**config.mk**
```make
export PLATFORM = sky130hd
export DESIGN_NAME = core_control_ldst_reglist
export DESIGN_NICKNAME = d
export VERILOG_FILES = /design/src/rtl/core_control_ldst_reglist_pkg.sv /design/src/rtl/core_control_ldst_reglist_prio.sv /design/src/rtl/core_control_ldst_reglist.sv
export SDC_FILE = /design/constraint.sdc
export NUM_CORES = 1
export LEC_CHECK = 0
export ABC_AREA = 0
export BUFFER_PORTS_ARGS = -buffer_cell sky130_fd_sc_hd__buf_4
export CAP_MARGIN = 20
export CORE_ASPECT_RATIO = 1.5
export CORE_MARGIN = 2
export CORE_UTILIZATION = 54
export CTS_BUF_LIST = sky130_fd_sc_hd__clkbuf_4 sky130_fd_sc_hd__clkbuf_8
export DETAILED_ROUTE_END_ITERATION = 8
export HOLD_SLACK_MARGIN = 0.08
export PLACE_DENSITY_LB_ADDON = 0.3
export SETUP_SLACK_MARGIN = 0.1
export SLEW_MARGIN = 20
export SYNTH_ARGS = -nofsm -noshare
export SYNTH_HDL_FRONTEND = slang
export SYNTH_SLANG_ARGS = --single-unit
```
**constraint.sdc**
```tcl
create_clock -name clk -period 2.6 [get_ports clk]
set_input_delay 0.52 -clock clk [delete_from_list [all_inputs] [get_ports clk]]
set_output_delay 0.52 -clock clk [all_outputs]
set_load 0.02 [all_outputs]
```
**src/rtl/core_control_ldst_reglist_pkg.sv**
```systemverilog
// Shared micro-architectural types for the LDM/STM register-list sequencer.
//   reg_num_t   : architectural register number
//   ptr_t       : word address (byte address bits [31:2])
//   ldst_mode_e : block-transfer addressing mode, encoded as {pre_index, increment}
//   state_e     : sequencer state
package core_control_ldst_reglist_pkg;

   localparam int unsigned DefNregs  = 16;
   localparam int unsigned DefAddrW  = 30;
   localparam int unsigned RegNumW   = $clog2(DefNregs);

   typedef logic [RegNumW-1:0]  reg_num_t;
   typedef logic [DefAddrW-1:0] ptr_t;

   typedef enum logic [1:0] {
      LdstDa = 2'b00,
      LdstIa = 2'b01,
      LdstDb = 2'b10,
      LdstIb = 2'b11
   } ldst_mode_e;

   typedef enum logic {
      StIdle   = 1'b0,
      StActive = 1'b1
   } state_e;

   function automatic ldst_mode_e ldst_mode(input logic pre_index, input logic increment);
      return ldst_mode_e'({pre_index, increment});
   endfunction

endpackage

```
**src/rtl/core_control_ldst_reglist_prio.sv**
```systemverilog
// Lowest-set-bit priority encoder over the remaining register mask.
//   mask_i    : remaining register list
//   idx_o     : index of the lowest set bit (0 when mask is empty)
//   clr_o     : one-hot of the lowest set bit
//   single_o  : exactly one bit set
//   nonzero_o : at least one bit set
module core_control_ldst_reglist_prio #(
   parameter  int unsigned NREGS = 16,
   localparam int unsigned IDX_W = $clog2(NREGS)
) (
   input  logic [NREGS-1:0] mask_i,
   output logic [IDX_W-1:0] idx_o,
   output logic [NREGS-1:0] clr_o,
   output logic             single_o,
   output logic             nonzero_o
);

   // Two's-complement trick isolates the lowest set bit.
   assign clr_o     = mask_i & (~mask_i + NREGS'(1));
   assign nonzero_o = |mask_i;
   assign single_o  = nonzero_o && ((mask_i & (mask_i - NREGS'(1))) == '0);

   // Scan high to low so the lowest set bit wins.
   always_comb begin
      idx_o = '0;
      for (int i = int'(NREGS) - 1; i >= 0; i--) begin
         if (mask_i[i]) idx_o = IDX_W'(i);
      end
   end

endmodule

```
**src/rtl/core_control_ldst_reglist.sv**
```systemverilog
// LDM/STM register-list sequencer. Latches a register list and base on start, then presents
// one register per beat (lowest first, ascending addresses) until the list is drained.
//   clk, rst_n      : clock, asynchronous active-low reset
//   start_i         : latch a new transfer (wins over advance/flush)
//   reglist_i       : register list
//   base_i          : base word address
//   increment_i     : 1 = IA/IB, 0 = DA/DB
//   pre_index_i     : 1 = IB/DB
//   advance_i       : current beat accepted
//   flush_i         : abort the sequence without a done pulse
//   pop_valid_o     : popped_o/addr_o valid
//   popped_o        : register number of current beat
//   addr_o          : word address of current beat
//   last_o          : current beat is the final one
//   busy_o          : sequence in progress
//   done_o          : one-cycle pulse after the final beat is accepted
//   wb_addr_o       : base writeback value
module core_control_ldst_reglist
   import core_control_ldst_reglist_pkg::*;
#(
   parameter  int unsigned ADDR_W = DefAddrW,
   parameter  int unsigned NREGS  = DefNregs,
   localparam int unsigned IDX_W  = $clog2(NREGS),
   localparam int unsigned CNT_W  = $clog2(NREGS + 1)
) (
   input  logic              clk,
   input  logic              rst_n,
   input  logic              start_i,
   input  logic [NREGS-1:0]  reglist_i,
   input  logic [ADDR_W-1:0] base_i,
   input  logic              increment_i,
   input  logic              pre_index_i,
   input  logic              advance_i,
   input  logic              flush_i,
   output logic              pop_valid_o,
   output logic [IDX_W-1:0]  popped_o,
   output logic [ADDR_W-1:0] addr_o,
   output logic              last_o,
   output logic              busy_o,
   output logic              done_o,
   output logic [ADDR_W-1:0] wb_addr_o
);

   localparam logic [ADDR_W-1:0] AddrOne = ADDR_W'(1);

   state_e              state_q, state_d;
   logic [NREGS-1:0]    mask_q, mask_d;
   logic [ADDR_W-1:0]   addr_q, addr_d;
   logic [ADDR_W-1:0]   wb_addr_q, wb_addr_d;
   logic                done_q, done_d;

   logic [CNT_W-1:0]    cnt;
   logic [ADDR_W-1:0]   cnt_ext;
   logic [ADDR_W-1:0]   start_addr;
   logic [IDX_W-1:0]    low_idx;
   logic [NREGS-1:0]    low_clr;
   logic                mask_single;
   logic                mask_nonzero;
   logic                active;

   core_control_ldst_reglist_prio #(
      .NREGS (NREGS)
   ) u_prio (
      .mask_i    (mask_q),
      .idx_o     (low_idx),
      .clr_o     (low_clr),
      .single_o  (mask_single),
      .nonzero_o (mask_nonzero)
   );

   // Number of registers in the incoming list.
   always_comb begin
      cnt = '0;
      for (int i = 0; i < int'(NREGS); i++) begin
         cnt = cnt + CNT_W'(reglist_i[i]);
      end
   end

   assign cnt_ext = ADDR_W'(cnt);

   // Beats always walk upward, so decrementing modes start at the bottom of the block.
   always_comb begin
      case (ldst_mode(pre_index_i, increment_i))
         LdstIa:  start_addr = base_i;
         LdstIb:  start_addr = base_i + AddrOne;
         LdstDa:  start_addr = base_i - cnt_ext + AddrOne;
         LdstDb:  start_addr = base_i - cnt_ext;
         default: start_addr = base_i;
      endcase
   end

   assign active = (state_q == StActive);

   always_comb begin
      state_d   = state_q;
      mask_d    = mask_q;
      addr_d    = addr_q;
      wb_addr_d = wb_addr_q;
      done_d    = 1'b0;
      if (start_i) begin
         mask_d    = reglist_i;
         addr_d    = start_addr;
         wb_addr_d = increment_i ? (base_i + cnt_ext) : (base_i - cnt_ext);
         if (cnt != '0) begin
            state_d = StActive;
         end else begin
            // Empty list completes immediately.
            state_d = StIdle;
            done_d  = 1'b1;
         end
      end else if (flush_i) begin
         state_d = StIdle;
         mask_d  = '0;
      end else if (active && advance_i) begin
         mask_d = mask_q & ~low_clr;
         addr_d = addr_q + AddrOne;
         if (mask_single) begin
            state_d = StIdle;
            done_d  = 1'b1;
         end
      end
   end

   always_ff @(posedge clk or negedge rst_n) begin
      if (!rst_n) begin
         state_q   <= StIdle;
         mask_q    <= '0;
         addr_q    <= '0;
         wb_addr_q <= '0;
         done_q    <= 1'b0;
      end else begin
         state_q   <= state_d;
         mask_q    <= mask_d;
         addr_q    <= addr_d;
         wb_addr_q <= wb_addr_d;
         done_q    <= done_d;
      end
   end

   assign pop_valid_o = active && mask_nonzero;
   assign popped_o    = low_idx;
   assign addr_o      = addr_q;
   assign last_o      = active && mask_single;
   assign busy_o      = active;
   assign done_o      = done_q;
   assign wb_addr_o   = wb_addr_q;

endmodule

```
Yosys cells after proc, flatten, opt, wreduce, memory -nomap -nowiden. Index checks and enable logic that the tools add are counted.

Output and inout bits: 68. Register bits: 78.

Bitwise logic cells: 5. Reduce and logical (&&, ||, !) cells: 13. Multiplexer cells: 34. Add/sub/neg operators: 22. Equal/unequal tests: 4.

Operators with widths (count): $mux W30 (4); $pmux W30 S4 (1); $add A30 B1 Y30 const B (3); $mux W4 (16); $add A5 B1 Y5 (11); $and A16 B16 Y16 (3); $mux W16 (3); $not A16 Y16 (2); $add A30 B5 Y30 (1); $sub A30 B5 Y30 (1); $add A16 B1 Y16 const B (1); $logic_not A16 Y1 (1); $reduce_or A16 Y1 (1); $sub A16 B1 Y16 const B (1); $mux W1 (10); $reduce_bool A3 Y1 (2); $add A4 B1 Y5 (1); $reduce_bool A5 Y1 (1); $add A3 B1 Y4 (1); $eq A2 B2 Y1 const B (2); $logic_and A1 B1 Y1 (4); $reduce_and A2 Y1 (2); $add A2 B1 Y3 (1); $add A1 B1 Y2 (1); 4 further kinds (4).

Longest topological paths before layout.
Depth in word-level cells: 19. Mapped depth: 25. Depth with buffers taken out: 24.

Modules after synthesis. A second synthesis with hierarchy kept.

Cell total of the unflattened synthesis: 1025. Area, all modules: 7927.6 µm².

Modules (own cells, without submodules): core_control_ldst_reglist (times used 1, cells each 942, seq. area each 1951.9 µm², area an instance 7424.6 µm²); core_control_ldst_reglist_prio (times used 1, cells each 83, seq. area each 0.0 µm², area an instance 503.0 µm²).

Worst setup path before layout. Ideal clock, no wire load.

Path type: input to register. From: input port reglist_i[0]. To: register addr_q[29] (netlist: addr_o[29]). Slack: -3702 ps. Required time: 2476 ps. Data arrival time: 6178 ps. Path buffers: 1. Cell stages on the path: 22. Cells stage by stage: inv_1 -> fa_1 -> fa_1 -> fa_1 -> fa_1 -> inv_1 -> ha_1 -> a21o_1 -> a21oi_1 -> xnor2_1 -> ha_1 -> buf_2 -> nor2b_1 -> a211oi_2 -> o21ai_0 -> a222oi_1 -> nand4_1 -> nor3_2 -> nand2_1 -> or4_1 -> nand3_1 -> a21oi_1.

Word-level cells in the longest chain between the ends: 19.

Ends and longest elaborated chain: start, declared (RTL line core_control_ldst_reglist.sv:29) `input logic [NREGS-1:0] reglist_i,`; $add A1 B1 Y2 (*) (RTL line core_control_ldst_reglist.sv:75) `cnt = cnt + CNT_W'(reglist_i[i]);`; $add A2 B1 Y3 (*) (RTL line core_control_ldst_reglist.sv:75); $add A3 B1 Y4 (*) (RTL line core_control_ldst_reglist.sv:75); $add A4 B1 Y5 (*) (RTL line core_control_ldst_reglist.sv:75); $add A5 B1 Y5 (*) (11 in a row) (RTL line core_control_ldst_reglist.sv:75); $sub A30 B5 Y30 (*) (RTL line core_control_ldst_reglist.sv:86, core_control_ldst_reglist.sv:87); $add A30 B1 Y30 (RTL line core_control_ldst_reglist.sv:86) `LdstDa: start_addr = base_i - cnt_ext + AddrOne;`; $pmux W30 S4 (*) (RTL line core_control_ldst_reglist.sv:83) `case (ldst_mode(pre_index_i, increment_i))`; $mux W30 (*) (RTL line core_control_ldst_reglist.sv:100) `if (start_i) begin`; end signal, assigned (RTL line core_control_ldst_reglist.sv:134) `addr_q <= addr_d;`; end, declared (RTL line core_control_ldst_reglist.sv:48) `logic [ADDR_W-1:0] addr_q, addr_d;`.

Every way passes the cells marked *; elsewhere a longest branch is shown, timed or not. A chain may end at the register's enable or synchronous reset.

Worst setup path after layout.
From: input port reglist_i[15]. To: register addr_q[17] (netlist: addr_o[17]).

Word-level cells in the longest chain between the ends: 5.

Ends and longest elaborated chain (RTL line): $add A5 B1 Y5 (*) (core_control_ldst_reglist.sv:75); $sub A30 B5 Y30 (*) (core_control_ldst_reglist.sv:86, core_control_ldst_reglist.sv:87); $add A30 B1 Y30 (core_control_ldst_reglist.sv:86); $pmux W30 S4 (*) (core_control_ldst_reglist.sv:83); $mux W30 (*) (core_control_ldst_reglist.sv:100).

Marks and branches as above.

==> qor.yml <==
detailed_routing:
  vias_per_cell: 6.99
  drt.antenna.violating_nets: 0
  drt-pass1-iter-count: 7
  drc: 0
  finalWirelength_um: 41700
  post_drt_wl_per_cell_um: 26.4
  vias: 11000
  drtIter0Drc: 1536
clock_network:
  cts_max_path_buffers: 2
  clk_latency_ps: 390
  htree_levels: 3
  cts_root_buf: "clkbuf_8"
  clock_sinks: 78
  hold_buffers: 0
  clk_pin_slew_worst_paths_ps: 110
  cts_tree: "yes"
  cts_inserted_buffers: 9
flow_run:
  drv_cap: 0
grt:
  gr-total-overflow: 0
  grt_usage: 0.400
  grt_max_degree: 52
  grt_antenna_before_repair: 0
  grt_pass1_wl_um: 51000
  grt_pass1_vias: 9924
floorplan:
  ios: 121
  core_um2: 14500
  die_w_um: 104
  row_count: 54
  dieArea_um2: 15900
  fp.dieH_um: 153
  initial_core_util: 0.553
placed_design:
  place.gp.congestion: 0.982
  dp_hpwl_um: 22900
  port_buffers: 120
  dp_cells: 1501
critical_path:
  cp-end-kind: "flop"
  slowest_delay_ps: 570
  cp-start-kind: "primary input"
  critical_path_class: "primary input to flop"
  required_ps: 2900
  cp.arrival_ps: 6740
  cp_max_fo: 3
  critical-path-slowest-cell: "fa_2"
timing:
  period_minus_slack_ps: 6440
  worst_pin_slew_ps: 631
  fmaxAchievable_mhz: 155
  rsz0062_at_grt: "yes"
  fin_setup_tns_ps: -185840
  period_share: 2.48
  slew_headroom: 0.579
  hold_viol_final: 0
  setup_slack_ps: -3840
  skew_ps: 15.7
  maxSlewViolCount: 0
  finalSetupViolCount: 68
synthesis:
  yosys.area.top_type: "dfrtp_1"
  synth_top_area_share: 0.243
  syn_nets: 1102
  synthArstFlopShare: 1.00
  ys_top_cells_by_count: "nand2_1, dfrtp_1, nor2_1, xnor2_1, o21ai_0"
  ys_seq_area_frac: 0.243
  synth.most_common_cell: "nand2_1"
  synth_cell_types: 84
  synth-edff-count: 0
  synth_seq_cells: 78
  syn_area_per_cell_um2: 7.90
  synth_area_leaders: "dfrtp_1, xnor2_1, nand2_1"
  synthCells: 1016
  synthFlopType: "dfrtp_1"
  synth_area_um2: 8030
  synth_warnings: 0
final_layout:
  drive_gt1_frac: 0.513
  area_delta_synth_final_pct: 64.6
  antenna_cells: 0
  nets: 1464
  fill_cells: 569
  stdcell_count: 1579
status:
  violations: "negative setup slack"
  status: "finished with violations"
power_and_ir_drop:
  power_leakage_nw: 5.65
  p_per_area_nw_per_um2: 840
  peakVddDrop_uv: 966
worst_hold_path:
  hold_class: "primary input to async pin"
-- worst max-delay path, delay by kind of cell --
family,cells,cell delay (ps)
adder cells (fa/ha/maj),7,2770
XOR/XNOR,2,380
AND/OR/NAND/NOR,5,1380
AO/OA/AOI/OAI,3,690
buffers and inverters,9,990
-- where the power goes --
part	internal [mW]	switching, mW	total [mW]
sequential	1.42	0.216	1.64
combinational	4.20	4.22	8.42
clock	0.465	0.574	1.04
total	6.08	5.01	11.1
-- area by class of cell --
cell class,instances,area [um^2],area share
clock inverters,6,70.1,0.00530
repair buffers,418,3480,0.263
multi-input cells,816,7120,0.539
clock buffers,10,131,0.00994
flip-flops and latches,78,1950,0.148
inverters,55,216,0.0164
well taps,196,245,0.0186
-- registers in the layout (all words and copies together), names as in the netlist --
register   count
addr_o        30
busy_o         1
done_o         1
mask_q        16
wb_addr_o     30
-- kinds of logic after synthesis --
| kind of cell | after synthesis | synth area share |
|---|---|---|
| AND/OR/NAND/NOR | 404 | 0.274 |
| multiplexers | 37 | 0.0502 |
| flip-flops | 78 | 0.243 |
| buffers and inverters | 122 | 0.0587 |
| AO/OA/AOI/OAI | 239 | 0.199 |
| adder cells (fa/ha/maj) | 34 | 0.0639 |
| XOR/XNOR | 102 | 0.111 |
-- per-stage QoR --
stage                     power (mW)  hold slack [ps]   util  area, um^2  worst slack, ps
final                           11.1             96.7  0.910       13200            -3840
after global routing            11.4              148  0.910       13200            -3970
after CTS                       8.94              109  0.840       12200            -3390
after detailed placement        6.95              492  0.753       10900            -3990
after global placement          6.84              482  0.753       10900            -3830
after floorplan                 4.56              224      -        8250            -3510
-- repair_timing --
action	4_1_cts	5_1_grt
resized for setup	175	187
endpoints found under the setup margin	69	73
buffers inserted	38	32
pin swaps	81	97
-- worst paths after layout --
path / startpoint / end / slack [ps] / cells past startpoint
worst min-delay path: rst_n / wb_addr_o[5] / 100 / 1
worst max-delay path: reglist_i[15] / addr_o[17] / -3840 / 26
min in group clk: reglist_i[13] / mask_q[13] / 410 / 3
worst min register to register: wb_addr_o[13] / wb_addr_o[13] / 520 / 2
max in group asynchronous: rst_n / mask_q[12] / 1840 / 2
worst max register to register: mask_q[2] / mask_q[14] / -690 / 17
-- cell usage in the layout, fill, tap and decap left out, types with 9 or more instances in the layout --
cell type  instances
a21oi_1           34
a21oi_2           12
a31oi_1           12
and2_1             9
and3_1            17
buf_4            337
buf_6             77
clkbuf_8           9
dfrtp_1           77
ha_1              10
ha_4              10
inv_1             31
inv_2             21
mux2_2            12
mux2_4            14
nand2_1           77
nand2_2           10
nand2_4           11
nand3_1           19
nand3b_1           9
nand4_1           28
nor2_1            61
nor3_1            28
nor3_4            10
nor4_4            12
o21ai_0           24
o21ai_1           25
o21ai_2           14
or3_1             11
xnor2_1           54
xor2_1            31
-- per-layer routing --
metal	vias to the layer above	wire (um)	track usage
li1	4400	-	-
met1	5107	13300	0.473
met2	1100	19200	0.708
met3	433	4690	0.0465
met4	0	4500	0.216
met5	-	0	0
(Power assumes the default switching activity.)
